**src/rtl/cam_pkg.sv**
```systemverilog
// Shared definitions for the OV7670-style pixel transmitter and capture path.
//   - state encoding for the frame timing FSM
//   - RGB444 field layout and byte-packing helpers
//   - default OV7670 VGA timing constants
package cam_pkg;

  // Frame timing state encoding
  localparam int unsigned ST_W = 3;
  typedef logic [ST_W-1:0] cam_state_t;
  localparam cam_state_t ST_IDLE   = 3'd0;
  localparam cam_state_t ST_VSYNC  = 3'd1;
  localparam cam_state_t ST_VBP    = 3'd2;
  localparam cam_state_t ST_ACTIVE = 3'd3;
  localparam cam_state_t ST_VFP    = 3'd4;

  // RGB444 pixel layout {R,G,B}
  localparam int unsigned PIX_W  = 12;
  localparam int unsigned BYTE_W = 8;
  localparam int unsigned CH_W   = 4;

  typedef struct packed {
    logic [CH_W-1:0] r;
    logic [CH_W-1:0] g;
    logic [CH_W-1:0] b;
  } rgb444_t;

  // First byte on the bus carries red in the low nibble
  function automatic logic [BYTE_W-1:0] rgb_hi_byte(input rgb444_t p);
    return {4'h0, p.r};
  endfunction

  // Second byte carries green/blue
  function automatic logic [BYTE_W-1:0] rgb_lo_byte(input rgb444_t p);
    return {p.g, p.b};
  endfunction

  // Default VGA timing in byte clocks / lines
  localparam int unsigned DEF_H_ACTIVE    = 640;
  localparam int unsigned DEF_V_ACTIVE    = 480;
  localparam int unsigned DEF_H_BLANK     = 288;
  localparam int unsigned DEF_VSYNC_LINES = 3;
  localparam int unsigned DEF_VBP_LINES   = 17;
  localparam int unsigned DEF_VFP_LINES   = 10;

  // Counter width able to hold 0..n-1, never narrower than one bit
  function automatic int unsigned cnt_w(input int unsigned n);
    return (n <= 1) ? 1 : $clog2(n);
  endfunction

  function automatic int unsigned max_u(input int unsigned a, input int unsigned b);
    return (a > b) ? a : b;
  endfunction

endpackage

```
**src/rtl/cam_pix_tx_timing.sv**
```systemverilog
// Frame timing generator for the OV7670-style bus.
// Ports:
//   clk_i, rst_ni  - byte clock, async active-low reset
//   start_i        - frame request, sampled in IDLE
//   state_nxt_o    - state of the slot driven on the next clock
//   act_nxt_o      - next slot is an HREF-high byte
//   phase_nxt_o    - byte phase of the next slot (0 = first byte of pixel)
//   frame_end_o    - current cycle is the last cycle of the frame
// Outputs describe the *next* slot so that a consumer can register its
// pins in step with the counters.
module cam_pix_tx_timing
  import cam_pkg::*;
#(
  parameter int unsigned H_ACTIVE    = DEF_H_ACTIVE,
  parameter int unsigned V_ACTIVE    = DEF_V_ACTIVE,
  parameter int unsigned H_BLANK     = DEF_H_BLANK,
  parameter int unsigned VSYNC_LINES = DEF_VSYNC_LINES,
  parameter int unsigned VBP_LINES   = DEF_VBP_LINES,
  parameter int unsigned VFP_LINES   = DEF_VFP_LINES
) (
  input  logic       clk_i,
  input  logic       rst_ni,
  input  logic       start_i,
  output cam_state_t state_nxt_o,
  output logic       act_nxt_o,
  output logic       phase_nxt_o,
  output logic       frame_end_o
);

  localparam int unsigned LINE_LEN  = 2 * H_ACTIVE + H_BLANK;
  localparam int unsigned ACT_BYTES = 2 * H_ACTIVE;
  localparam int unsigned MAX_LINES =
    max_u(max_u(V_ACTIVE, VSYNC_LINES), max_u(VBP_LINES, VFP_LINES));
  localparam int unsigned BCW = cnt_w(LINE_LEN);
  localparam int unsigned LCW = cnt_w(MAX_LINES);

  cam_state_t     state_q, state_d;
  logic [BCW-1:0] byte_q, byte_d;
  logic [LCW-1:0] line_q, line_d;
  logic           line_end;
  logic           last_line;

  // State and counter registers
  always_ff @(posedge clk_i or negedge rst_ni) begin
    if (!rst_ni) begin
      state_q <= ST_IDLE;
      byte_q  <= '0;
      line_q  <= '0;
    end else begin
      state_q <= state_d;
      byte_q  <= byte_d;
      line_q  <= line_d;
    end
  end

  // Next state / counter advance
  always_comb begin
    state_d   = state_q;
    byte_d    = '0;
    line_d    = line_q;
    line_end  = (byte_q == BCW'(LINE_LEN - 1));
    last_line = 1'b0;

    case (state_q)
      ST_VSYNC:  last_line = (line_q == LCW'(VSYNC_LINES - 1));
      ST_VBP:    last_line = (line_q == LCW'(VBP_LINES - 1));
      ST_ACTIVE: last_line = (line_q == LCW'(V_ACTIVE - 1));
      ST_VFP:    last_line = (line_q == LCW'(VFP_LINES - 1));
      default:   last_line = 1'b0;
    endcase

    if (state_q == ST_IDLE) begin
      line_d = '0;
      if (start_i) begin
        state_d = ST_VSYNC;
      end
    end else begin
      byte_d = line_end ? '0 : byte_q + BCW'(1);
      if (line_end) begin
        if (last_line) begin
          line_d = '0;
          case (state_q)
            ST_VSYNC:  state_d = ST_VBP;
            ST_VBP:    state_d = ST_ACTIVE;
            ST_ACTIVE: state_d = ST_VFP;
            // After VFP spend one cycle in IDLE (frame_done cycle);
            // i_start is sampled there, so a held start restarts at once.
            default:   state_d = ST_IDLE;
          endcase
        end else begin
          line_d = line_q + LCW'(1);
        end
      end
    end
  end

  // Strobes for the datapath
  always_comb begin
    state_nxt_o = state_d;
    act_nxt_o   = (state_d == ST_ACTIVE) &&
                  ({1'b0, byte_d} < (BCW + 1)'(ACT_BYTES));
    phase_nxt_o = byte_d[0];
    frame_end_o = (state_q == ST_VFP) && line_end && last_line;
  end

endmodule

```
**src/rtl/cam_pix_tx.sv**
```systemverilog
// OV7670-style parallel pixel transmitter (camera emulator).
// Takes RGB444 pixels over valid/ready and sends two bytes per pixel with
// VSYNC/HREF framing.
// Ports:
//   i_clk, i_rstn   - byte clock, async active-low reset
//   i_start         - frame request level
//   i_data_valid    - pixel on i_data valid
//   o_data_ready    - combinational; high in the cycle before each first byte
//   i_data          - pixel {R,G,B}
//   o_pix_byte      - camera byte, zero while HREF low
//   o_vsync, o_href - frame/line framing
//   o_frame_done    - one-cycle pulse after the last VFP cycle
//   o_underrun      - one-cycle pulse with the first byte of an empty slot
module cam_pix_tx
  import cam_pkg::*;
#(
  parameter int unsigned H_ACTIVE    = DEF_H_ACTIVE,
  parameter int unsigned V_ACTIVE    = DEF_V_ACTIVE,
  parameter int unsigned H_BLANK     = DEF_H_BLANK,
  parameter int unsigned VSYNC_LINES = DEF_VSYNC_LINES,
  parameter int unsigned VBP_LINES   = DEF_VBP_LINES,
  parameter int unsigned VFP_LINES   = DEF_VFP_LINES
) (
  input  logic              i_clk,
  input  logic              i_rstn,
  input  logic              i_start,
  input  logic              i_data_valid,
  output logic              o_data_ready,
  input  logic [PIX_W-1:0]  i_data,
  output logic [BYTE_W-1:0] o_pix_byte,
  output logic              o_vsync,
  output logic              o_href,
  output logic              o_frame_done,
  output logic              o_underrun
);

  cam_state_t state_nxt;
  logic       act_nxt;
  logic       phase_nxt;
  logic       frame_end;
  logic       fetch_c;
  rgb444_t    pix_in;

  logic              vsync_q, vsync_d;
  logic              href_q, href_d;
  logic              done_q, done_d;
  logic              underrun_q, underrun_d;
  logic [BYTE_W-1:0] pix_byte_q, pix_byte_d;
  logic [BYTE_W-1:0] pix_lo_q, pix_lo_d;

  cam_pix_tx_timing #(
    .H_ACTIVE    (H_ACTIVE),
    .V_ACTIVE    (V_ACTIVE),
    .H_BLANK     (H_BLANK),
    .VSYNC_LINES (VSYNC_LINES),
    .VBP_LINES   (VBP_LINES),
    .VFP_LINES   (VFP_LINES)
  ) u_timing (
    .clk_i       (i_clk),
    .rst_ni      (i_rstn),
    .start_i     (i_start),
    .state_nxt_o (state_nxt),
    .act_nxt_o   (act_nxt),
    .phase_nxt_o (phase_nxt),
    .frame_end_o (frame_end)
  );

  // Fetch cycle: the next slot is the first byte of a pixel
  assign fetch_c      = act_nxt && !phase_nxt;
  assign o_data_ready = fetch_c;

  // Next-slot pin values; an empty fetch sends a black pixel
  always_comb begin
    vsync_d    = (state_nxt == ST_VSYNC);
    href_d     = act_nxt;
    done_d     = frame_end;
    underrun_d = fetch_c && !i_data_valid;
    pix_byte_d = '0;
    pix_lo_d   = pix_lo_q;
    pix_in     = i_data_valid ? rgb444_t'(i_data) : '0;

    if (fetch_c) begin
      pix_byte_d = rgb_hi_byte(pix_in);
      pix_lo_d   = rgb_lo_byte(pix_in);
    end else if (act_nxt) begin
      pix_byte_d = pix_lo_q;
    end
  end

  // Output registers
  always_ff @(posedge i_clk or negedge i_rstn) begin
    if (!i_rstn) begin
      vsync_q    <= 1'b0;
      href_q     <= 1'b0;
      done_q     <= 1'b0;
      underrun_q <= 1'b0;
      pix_byte_q <= '0;
      pix_lo_q   <= '0;
    end else begin
      vsync_q    <= vsync_d;
      href_q     <= href_d;
      done_q     <= done_d;
      underrun_q <= underrun_d;
      pix_byte_q <= pix_byte_d;
      pix_lo_q   <= pix_lo_d;
    end
  end

  assign o_vsync      = vsync_q;
  assign o_href       = href_q;
  assign o_frame_done = done_q;
  assign o_underrun   = underrun_q;
  assign o_pix_byte   = pix_byte_q;

endmodule

```
**config.mk**
```make
export PLATFORM = sky130hd
export DESIGN_NAME = cam_pix_tx
export DESIGN_NICKNAME = d
export VERILOG_FILES = /design/src/rtl/cam_pkg.sv /design/src/rtl/cam_pix_tx_timing.sv /design/src/rtl/cam_pix_tx.sv
export SDC_FILE = /design/constraint.sdc
export NUM_CORES = 1
export LEC_CHECK = 0
export BUFFER_PORTS_ARGS = -buffer_cell sky130_fd_sc_hd__buf_2
export CAP_MARGIN = 15
export CORE_UTILIZATION = 50
export CTS_BUF_LIST = sky130_fd_sc_hd__clkbuf_16
export CTS_CLUSTER_DIAMETER = 80
export DETAILED_ROUTE_END_ITERATION = 6
export PLACE_DENSITY = 0.8
export SLEW_MARGIN = 10
export SYNTH_ARGS = -nofsm -noshare
export SYNTH_HDL_FRONTEND = slang
export SYNTH_SLANG_ARGS = --single-unit
export TNS_END_PERCENT = 10
```
**constraint.sdc**
```tcl
create_clock -name i_clk -period 4.7 [get_ports i_clk]
set_input_delay 0.705 -clock i_clk [delete_from_list [all_inputs] [get_ports i_clk]]
set_output_delay 0.705 -clock i_clk [all_outputs]
set_load 0.03 [all_outputs]
```
==> results of run 1 <==
final timing paths:
check                           cells after the start                  to           startpoint  slack [ns]
worst max-delay path                                8        o_data_ready  u_timing.state_q[1]        1.20
worst min-delay path                                2       o_pix_byte[6]          pix_lo_q[6]        0.51
worst max register to register                      6         pix_lo_q[6]  u_timing.state_q[1]        2.14
worst min register to register                      2       o_pix_byte[6]          pix_lo_q[6]        0.51
max in group asynchronous                           1  u_timing.byte_q[4]               i_rstn        3.57
min in group asynchronous                           1  u_timing.line_q[3]               i_rstn        0.56
routing by layer:
| metal | up-vias | part of all wire, % | global-route usage [%] |
|---|---|---|---|
| li1 | 829 | - | - |
| met4 | 0 | 2.0 | 8.33 |
| met3 | 8 | 4.1 | 6.33 |
| met2 | 39 | 50 | 33.3 |
| met1 | 848 | 44 | 24.8 |
| met5 | - | 0 | 0 |
cell type report:
class | count | area share [%]
Clock buffer | 5 | 4.96
Clock inverter | 3 | 1.54
Inverter | 15 | 2.23
Multi-Input combinational cell | 155 | 40.6
Sequential cell | 43 | 42.6
Tap cell | 50 | 2.48
Timing Repair Buffer | 28 | 5.55
worst max-delay path: cells and delay by family (launching register included):
kind            cells  cell delay, ns
buf+inv             3            0.51
flops               1            0.53
compound gates      2            0.42
simple gates        3            1.06
cell families after synthesis:
kind of cell | after synthesis | synth area share, %
AOI/OAI and AO/OA | 42 | 14.6
xor gates and xnor gates | 12 | 4.77
adders and majority gates | 2 | 1.13
buffers and inverters | 23 | 4.71
DFF | 43 | 48.8
muxes | 10 | 4.60
and+or+nand+nor | 89 | 21.4
placed cells by master (no fill, tap or decap), drive strengths merged, types with 3 or more instances in the layout:
master  count
nand2b      3
clkbuf      5
nand3      15
dfrtp      43
and4        3
nor3        5
xnor2       3
nor4        4
o211ai      3
mux2i       9
o21ai      12
nand2      24
and3        5
nand4       4
a21oi       8
inv        15
xor2        9
nor2       18
buf        28
state kept, by name, indices dropped and copies added, names as in the netlist:
signal	count
u_timing.byte_q	11
u_timing.line_q	9
o_pix_byte	8
pix_lo_q	8
u_timing.state_q	3
o_frame_done	1
o_href	1
o_underrun	1
o_vsync	1
power by group through the flow:
stage,sequential (mW),combinational (mW),clock (mW)
floorplan,0.377,0.00383,0
detailed placement,0.377,0.0179,0
finish,0.370,0.0175,0.382
global placement,0.377,0.0180,0
CTS,0.370,0.0182,0.393
global route,0.370,0.0202,0.404
through the flow:
| stage | total power, mW | hold WS [ns] |
|---|---|---|
| finish | 0.770 | 0.505 |
| global route | 0.795 | 0.544 |
| CTS | 0.781 | 0.513 |
| detailed placement | 0.395 | 0.503 |
| global placement | 0.395 | 0.509 |
| floorplan | 0.381 | 0.409 |
==> flow_metrics.py, run 1 <==
metrics = {
    "outcome": {
        "status": "completed",
    },
    "global_routing": {
        "overflow": 0,
        "grt_pass1_vias": 1574,
        "antenna_found_initial": 0,
        "track_usage_pct": 20.4,
        "grt_pass1_wl_mm": 6.84,
        "grt_max_degree": 44,
    },
    "worst_setup_path": {
        "cp_common_cell": "inv_1",
        "worst_path_max_delay_cell": "nor3_2",
        "critPathRequiredTime_ns": 3.99,
        "cp_cell_sequence": "nor3_2 > a31oi_4 > nand2b_1 > inv_1 > nor2_2 > o211ai_2 > inv_1 > buf_2",
        "worstSetupEndpointType": "output pin",
        "cp-start-kind": "flop",
        "slowest_delay_ns": 0.61,
        "arrival_ns": 2.80,
        "crit_fanout": 13,
        "path_class": "reg -> out",
    },
    "timing": {
        "setup-tns-final_ns": 0,
        "max_freq_mhz": 286,
        "drv_slew": 0,
        "slew_headroom_pct": 38.5,
        "setup_ws_ns": 1.20,
        "worst_clock_skew_ns": 0.00429,
        "finalHoldViolations": 0,
        "tightest_slew_ns": 0.923,
        "finalSetupViolCount": 0,
        "rsz0062_at_grt": "false",
        "layout_worst_path_cycle_share_pct": 74.5,
        "period_needed_ns": 3.50,
    },
    "floorplanning": {
        "initial_utilization_pct": 53.6,
        "std_cell_rows": 23,
        "dieArea_um2": 4680,
        "die_w_um": 68.4,
        "pin_count": 29,
        "die_h_um": 68.4,
        "coreArea_um2": 4120,
    },
    "synthesis": {
        "synth_nets": 239,
        "synthesis.area_um2": 2200,
        "synth_seq_area_share_pct": 48.8,
        "synthTopCellsByCount": "dfrtp_1, nand2_1, nor2_1",
        "synthArstFlopShare_pct": 100,
        "ys_types": 51,
        "synth.top_cell.area_share_pct": 48.8,
        "synth_most_common_cell": "dfrtp_1",
        "synth.area.top_cells": "dfrtp_1, mux2i_1, nand2_1, xor2_1, nand3_1",
        "synth_top_area_cell": "dfrtp_1",
        "ys_warn_count": 0,
        "avgSynthCellArea_um2": 9.98,
        "synth_edf_count": 0,
        "synth_ff_type": "dfrtp_1",
        "synthCells": 221,
        "ys_seq_elements": 43,
    },
    "cts": {
        "cts_tree": "done",
        "postCtsSetupRepairBufs": 0,
        "cts_buffers": 5,
        "clock-sinks": 43,
        "cts_root_buf": "clkbuf_16",
        "clkTransAtPathRegs_ns": 0.06,
        "cts-resized-gates": 0,
        "clock_path_buffers": 2,
        "clkLatencyLatePin_ns": 0.28,
        "ctsHoldBuffers": 0,
        "htreeDepth": 2,
    },
    "placed_design": {
        "place_inst": 291,
        "io_buffer_count": 28,
        "place.gp.congestion": 0.842,
        "dp_slack_ns": 1.53,
        "postPlaceCellArea_um2": 2360,
        "place_hpwl_mm": 2.96,
    },
    "power_and_ir_drop": {
        "p_sw_mw": 0.147,
        "clkPwrFrac_pct": 49.7,
        "p_sw_share_pct": 19.0,
        "p_leak_nw": 1.24,
        "ir_worst_vdd_v": 0.000205,
        "internal_power_mw": 0.624,
        "power_density_nw_per_um2": 305,
        "p_comb_share_pct": 2.3,
        "seq_power_share_pct": 48.1,
    },
    "drt": {
        "wl_per_cell_um": 14.5,
        "viasPerCell": 5.77,
        "first_iter_violations": 119,
        "dr.pass1.iters": 4,
        "finalWirelength_mm": 4.33,
        "ant_nets": 0,
        "vias": 1724,
        "drc": 0,
    },
    "layout": {
        "postLayoutCellArea_um2": 2520,
        "final_cells": 299,
        "n_antenna_cell": 0,
        "syn2layout_area_growth_pct": 14.5,
        "nets": 266,
        "nFillCells": 346,
        "drive_gt1_share_pct": 21.7,
        "register_area_um2": 1080,
        "post-route-util_pct": 61.3,
        "multi_input_area_um2": 1020,
    },
    "flow_run": {
        "cap_violations": 0,
    },
    "hold_path": {
        "holdCritPathClass": "reg -> reg",
    },
}
Note: power is estimated with default switching activity, not from simulation.
==> run 2: changes to the inputs <==
- clock period: 4.7 -> 3.4 ns (I/O delays scaled with it)
==> run 2 against run 1 <==
Compared with the run above:
- highest routed layer unchanged
- worst hold slack worse by 0.14 ns
- total power increased by 28%
- count of clock-buffer cells in the layout did not move
- critical path depth rose by 1
- non-clock buffer count rose by 1
- cell count grew 0.33%
- combinational power increased by 39%
- flip-flop and latch count did not move
==> flow_metrics.py, run 2 (synthesis gave the netlist of run 1 again) <==
metrics = {
    "layout": {
        "register_area_um2": 1080,
        "mostFrequentLayoutCells": "dfrtp_1, buf_2, nand2_1",
        "nFillCells": 350,
        "n_antenna_cell": 0,
        "post-route-util_pct": 61.1,
        "reg_top3": "u_timing.byte_q: 11 flops, u_timing.line_q: 9 flops",
        "largest_register_ffs": 11,
        "final_cells": 300,
        "regMostFlops": "u_timing.byte_q",
        "syn2layout_area_growth_pct": 14.0,
        "final_common_cell": "dfrtp_1",
        "drive_gt1_share_pct": 21.6,
        "nets": 267,
        "multi_input_area_um2": 1030,
    },
    "timing": {
        "rsz0062_at_grt": "false",
        "finalHoldViolations": 0,
        "setup-tns-final_ns": 0,
        "finalSetupViolCount": 0,
        "tightest_slew_ns": 0.925,
        "drv_slew": 0,
        "layout_worst_path_cycle_share_pct": 92.7,
        "worst_clock_skew_ns": 0.00413,
        "slew_headroom_pct": 38.3,
        "period_needed_ns": 3.15,
        "max_freq_mhz": 317,
    },
    "cts": {
        "htreeDepth": 2,
        "cts_tree": "done",
        "clkTransAtPathRegs_ns": 0.06,
        "clock-sinks": 43,
        "clock_path_buffers": 2,
        "postCtsSetupRepairBufs": 0,
        "ctsHoldBuffers": 0,
        "cts_root_buf": "clkbuf_16",
        "clkLatencyLatePin_ns": 0.28,
        "cts_buffers": 5,
    },
    "floorplanning": {
        "dieArea_um2": 4680,
        "std_cell_rows": 23,
        "initial_utilization_pct": 53.6,
        "die_h_um": 68.4,
        "pin_count": 29,
        "die_w_um": 68.4,
        "coreArea_um2": 4120,
    },
    "flow_run": {
        "cap_violations": 0,
    },
    "placed_design": {
        "place.gp.congestion": 0.841,
        "io_buffer_count": 28,
        "place_hpwl_mm": 2.97,
        "place_inst": 292,
    },
    "drt": {
        "wl_per_cell_um": 14.3,
        "drc": 0,
        "dr.pass1.iters": 4,
        "viasPerCell": 5.61,
        "ant_nets": 0,
        "first_iter_violations": 121,
        "vias": 1684,
        "finalWirelength_mm": 4.28,
    },
    "worst_setup_path": {
        "regToRegSetupSlack_ns": 0.97,
        "r2r_cells": 8,
        "r2r_start": "u_timing.byte_q[0]",
        "crit_fanout": 10,
        "path_class": "reg -> out",
        "worstSetupEndpointType": "output pin",
        "r2r_end": "pix_lo_q[6]",
        "critPathRequiredTime_ns": 2.89,
        "arrival_ns": 2.64,
        "cp-start-kind": "flop",
    },
    "global_routing": {
        "grt_max_degree": 44,
        "track_usage_pct": 20.8,
        "grt_pass1_wl_mm": 7.00,
        "overflow": 0,
        "grt_pass1_vias": 1556,
        "antenna_found_initial": 0,
    },
    "power_and_ir_drop": {
        "ir_worst_vdd_v": 0.000247,
        "power_density_nw_per_um2": 392,
        "p_leak_nw": 1.24,
    },
    "hold_path": {
        "holdCritPathClass": "in -> async",
    },
    "outcome": {
        "status": "completed",
    },
}
## run 2: layout make-up
class	count	area share, %
clock buffers	5	4.98
repair buffers	29	5.87
multi-input cells	155	41.1
well taps	50	2.49
flip-flops and latches	43	42.8
clock inverters	3	0.498
inverters	15	2.24
## run 2: where the power goes
part / leakage, nW / switching, mW / total (mW) / internal, mW
clock network: 0.0762 / 0.184 / 0.449 / 0.265
registers: 0.534 / 0 / 0.512 / 0.512
logic: 0.631 / 0.0161 / 0.0243 / 0.00821
## run 2: worst max-delay path by stage
stage,startpoint,slack (ns),endpoint,cells after the start
4_1_cts,u_timing.state_q[1],0.15,o_data_ready,7
3_3_place_gp,u_timing.state_q[1],0.52,o_data_ready,7
6_report,u_timing.byte_q[0],0.25,o_data_ready,9
3_5_place_dp,u_timing.state_q[1],0.48,o_data_ready,7
2_1_floorplan,u_timing.byte_q[0],0.85,o_data_ready,8
5_1_grt,u_timing.byte_q[0],0.04,o_data_ready,9
## run 2: metrics by stage
stage / area (µm²) / worst slack [ns] / power, mW / hold WS (ns)
3_5_place_dp: 2370 / 0.476 / 0.546 / 0.501
3_3_place_gp: 2370 / 0.517 / 0.546 / 0.500
6_report: 2510 / 0.247 / 0.985 / 0.362
5_1_grt: 2510 / 0.0357 / 1.02 / 0.457
2_1_floorplan: 2200 / 0.855 / 0.527 / 0.214
4_1_cts: 2500 / 0.148 / 0.997 / 0.401
## run 2: critical path, cell delays in order (launching register included)
cell	delay, ns
dfrtp_1	0.40
ha_1	0.25
and4_1	0.29
a31oi_4	0.34
nand2b_1	0.28
inv_1	0.26
nor2_2	0.07
o211ai_4	0.21
inv_1	0.07
buf_2	0.18
## run 2: per-layer routing
layer | part of all wire (%) | track usage, % | vias to the layer above
li1 | - | - | 830
met1 | 45 | 26.1 | 812
met2 | 50 | 33.2 | 34
met3 | 3.3 | 6.17 | 8
met4 | 1.8 | 8.85 | 0
met5 | 0 | 0 | -
## run 2: what timing repair did
action / CTS / global route
endpoints found under the setup margin: 0 / 1
endpoints found under the hold margin: 0 / 0
gates resized for setup: 0 / 1
==> run 3: changes to the inputs <==
--- a/constraint.sdc
+++ b/constraint.sdc
@@ -3,2 +3,2 @@
 set_output_delay 0.51 -clock i_clk [all_outputs]
-set_load 0.03 [all_outputs]
+set_load 0.02 [all_outputs]
==> run 3 against run 2 <==
Compared with the run above:
- wire length is 2.6% lower
- largest power group unchanged
- critical path type unchanged
- core utilization shrank 0.091 points
- count of clock-buffer cells in the layout stayed put
- die area stayed put
- via count fell by 1.0%
- sequential share of layout area rose by 0.064 points
- global-route usage decreased by 0.82 points
- setup slack worse by 0.033 ns
==> flow_metrics.py, run 3 (synthesis gave the netlist of run 1 again) <==
metrics = {
    "outcome": {
        "status": "completed",
    },
    "cts": {
        "htreeDepth": 2,
        "cts_root_buf": "clkbuf_16",
        "clock-sinks": 43,
        "cts_tree": "done",
        "clkLatencyLatePin_ns": 0.28,
        "clock_path_buffers": 2,
        "ctsHoldBuffers": 0,
        "cts_buffers": 5,
        "clkTransAtPathRegs_ns": 0.06,
    },
    "drt": {
        "wl_per_cell_um": 13.9,
        "finalWirelength_mm": 4.16,
        "first_iter_violations": 149,
        "drc": 0,
        "ant_nets": 0,
        "viasPerCell": 5.58,
        "vias": 1667,
        "dr.pass1.iters": 4,
    },
    "timing": {
        "period_needed_ns": 3.19,
        "slew_headroom_pct": 38.5,
        "tightest_slew_ns": 0.922,
        "drv_slew": 0,
        "worst_clock_skew_ns": 0.00392,
        "setup-tns-final_ns": 0,
        "max_freq_mhz": 314,
        "finalHoldViolations": 0,
        "rsz0062_at_grt": "false",
        "layout_worst_path_cycle_share_pct": 93.7,
        "finalSetupViolCount": 0,
    },
    "worst_setup_path": {
        "path_class": "reg -> out",
        "crit_fanout": 13,
        "cp-start-kind": "flop",
        "crit_end": "o_data_ready",
        "critPathRequiredTime_ns": 2.89,
        "worstSetupEndpointType": "output pin",
        "startpoint": "u_timing.state_q[1]",
        "worst_path_max_delay_cell": "dfrtp_1",
        "cp_num_cells": 7,
        "cp_top_family": "compound AO/OA/AOI/OAI gates",
        "r2r_end": "pix_lo_q[6]",
        "worst-path-buf-inv": 2,
        "r2r_cells": 6,
        "slowest_delay_ns": 0.53,
        "arrival_ns": 2.68,
        "cp_cell_sequence": "xor2_1 > a2111oi_1 > and3_2 > a31oi_1 > o211ai_4 > inv_1 > buf_2",
        "regToRegSetupSlack_ns": 0.93,
        "r2r_start": "u_timing.state_q[1]",
    },
    "global_routing": {
        "grt_max_degree": 44,
        "grt_pass1_vias": 1504,
        "overflow": 0,
        "antenna_found_initial": 0,
        "grt_pass1_wl_mm": 6.82,
        "track_usage_pct": 20.0,
    },
    "power_and_ir_drop": {
        "p_leak_nw": 1.23,
        "p_total_mw": 0.982,
        "power_density_nw_per_um2": 391,
        "ir_worst_vdd_v": 0.000273,
    },
    "floorplanning": {
        "initial_utilization_pct": 53.6,
        "die_h_um": 68.4,
        "pin_count": 29,
        "die_w_um": 68.4,
        "coreArea_um2": 4120,
        "dieArea_um2": 4680,
        "std_cell_rows": 23,
    },
    "placed_design": {
        "postPlaceCellArea_um2": 2370,
        "place_hpwl_mm": 2.83,
        "io_buffer_count": 28,
        "place.gp.congestion": 0.832,
    },
    "layout": {
        "nets": 267,
        "final_common_cell": "dfrtp_1",
        "reg_top3": "u_timing.byte_q: 11 flops, u_timing.line_q: 9 flops",
        "post-route-util_pct": 61.0,
        "mostFrequentLayoutCells": "dfrtp_1, buf_2, nand2_1",
        "largest_register_ffs": 11,
        "syn2layout_area_growth_pct": 13.8,
        "drive_gt1_share_pct": 21.7,
        "regMostFlops": "u_timing.byte_q",
        "nFillCells": 360,
        "n_antenna_cell": 0,
        "postLayoutCellArea_um2": 2510,
    },
    "hold_path": {
        "holdCritPathClass": "in -> async",
    },
    "flow_run": {
        "cap_violations": 0,
    },
}
[run 3: changes by cell type in the layout (fill, tap and decap cells not counted), sizes merged]
cell | before | now
clkinv | 1 | 2
inv | 17 | 15
[run 3: worst min path at each step]
| stage | from | slack [ns] | depth (start not counted) | to |
|---|---|---|---|---|
| floorplan | i_rstn | 0.21 | 0 | o_frame_done |
| global placement | pix_lo_q[6] | 0.50 | 2 | o_pix_byte[6] |
| detailed placement | pix_lo_q[5] | 0.50 | 2 | o_pix_byte[5] |
| CTS | i_rstn | 0.40 | 1 | u_timing.line_q[2] |
| global route | i_rstn | 0.46 | 1 | u_timing.line_q[0] |
| finish | i_rstn | 0.36 | 1 | u_timing.line_q[2] |
[run 3: power breakdown]
group / total, mW / switching [mW] / leakage (nW) / internal (mW)
combinational: 0.0244 / 0.0162 / 0.631 / 0.00820
clock: 0.446 / 0.182 / 0.0671 / 0.264
sequential: 0.512 / 0 / 0.534 / 0.512
total: 0.982 / 0.199 / 1.23 / 0.784
[run 3: repair_timing]
item                                    4_1_cts  5_1_grt
buffers inserted                              0        0
endpoints found under the setup margin        0        1
resized for setup                             0        1
[run 3: final cells by class]
cell class | instances | area [µm²] | area share, %
flip-flops and latches | 43 | 1080 | 42.9
multi-input cells | 155 | 1030 | 41.2
repair buffers | 29 | 148 | 5.88
clock buffers | 5 | 125 | 4.99
well taps | 50 | 62.6 | 2.49
inverters | 15 | 56.3 | 2.24
clock inverters | 2 | 8.76 | 0.349
[run 3: stage by stage]
| step | hold WS (ns) | setup slack, ns | std cells |
|---|---|---|---|
| floorplan | 0.214 | 0.888 | 221 |
| global placement | 0.500 | 0.534 | 292 |
| detailed placement | 0.503 | 0.422 | 292 |
| CTS | 0.402 | 0.109 | 299 |
| global route | 0.459 | 0.00199 | 299 |
| finish | 0.365 | 0.214 | 299 |
[run 3: layer usage]
| layer | GRT usage, % | share of wire (%) |
|---|---|---|
| met1 | 25.5 | 45 |
| met2 | 32.0 | 49 |
| met3 | 5.50 | 3.7 |
| met4 | 7.81 | 2.0 |
| met5 | 0 | 0 |
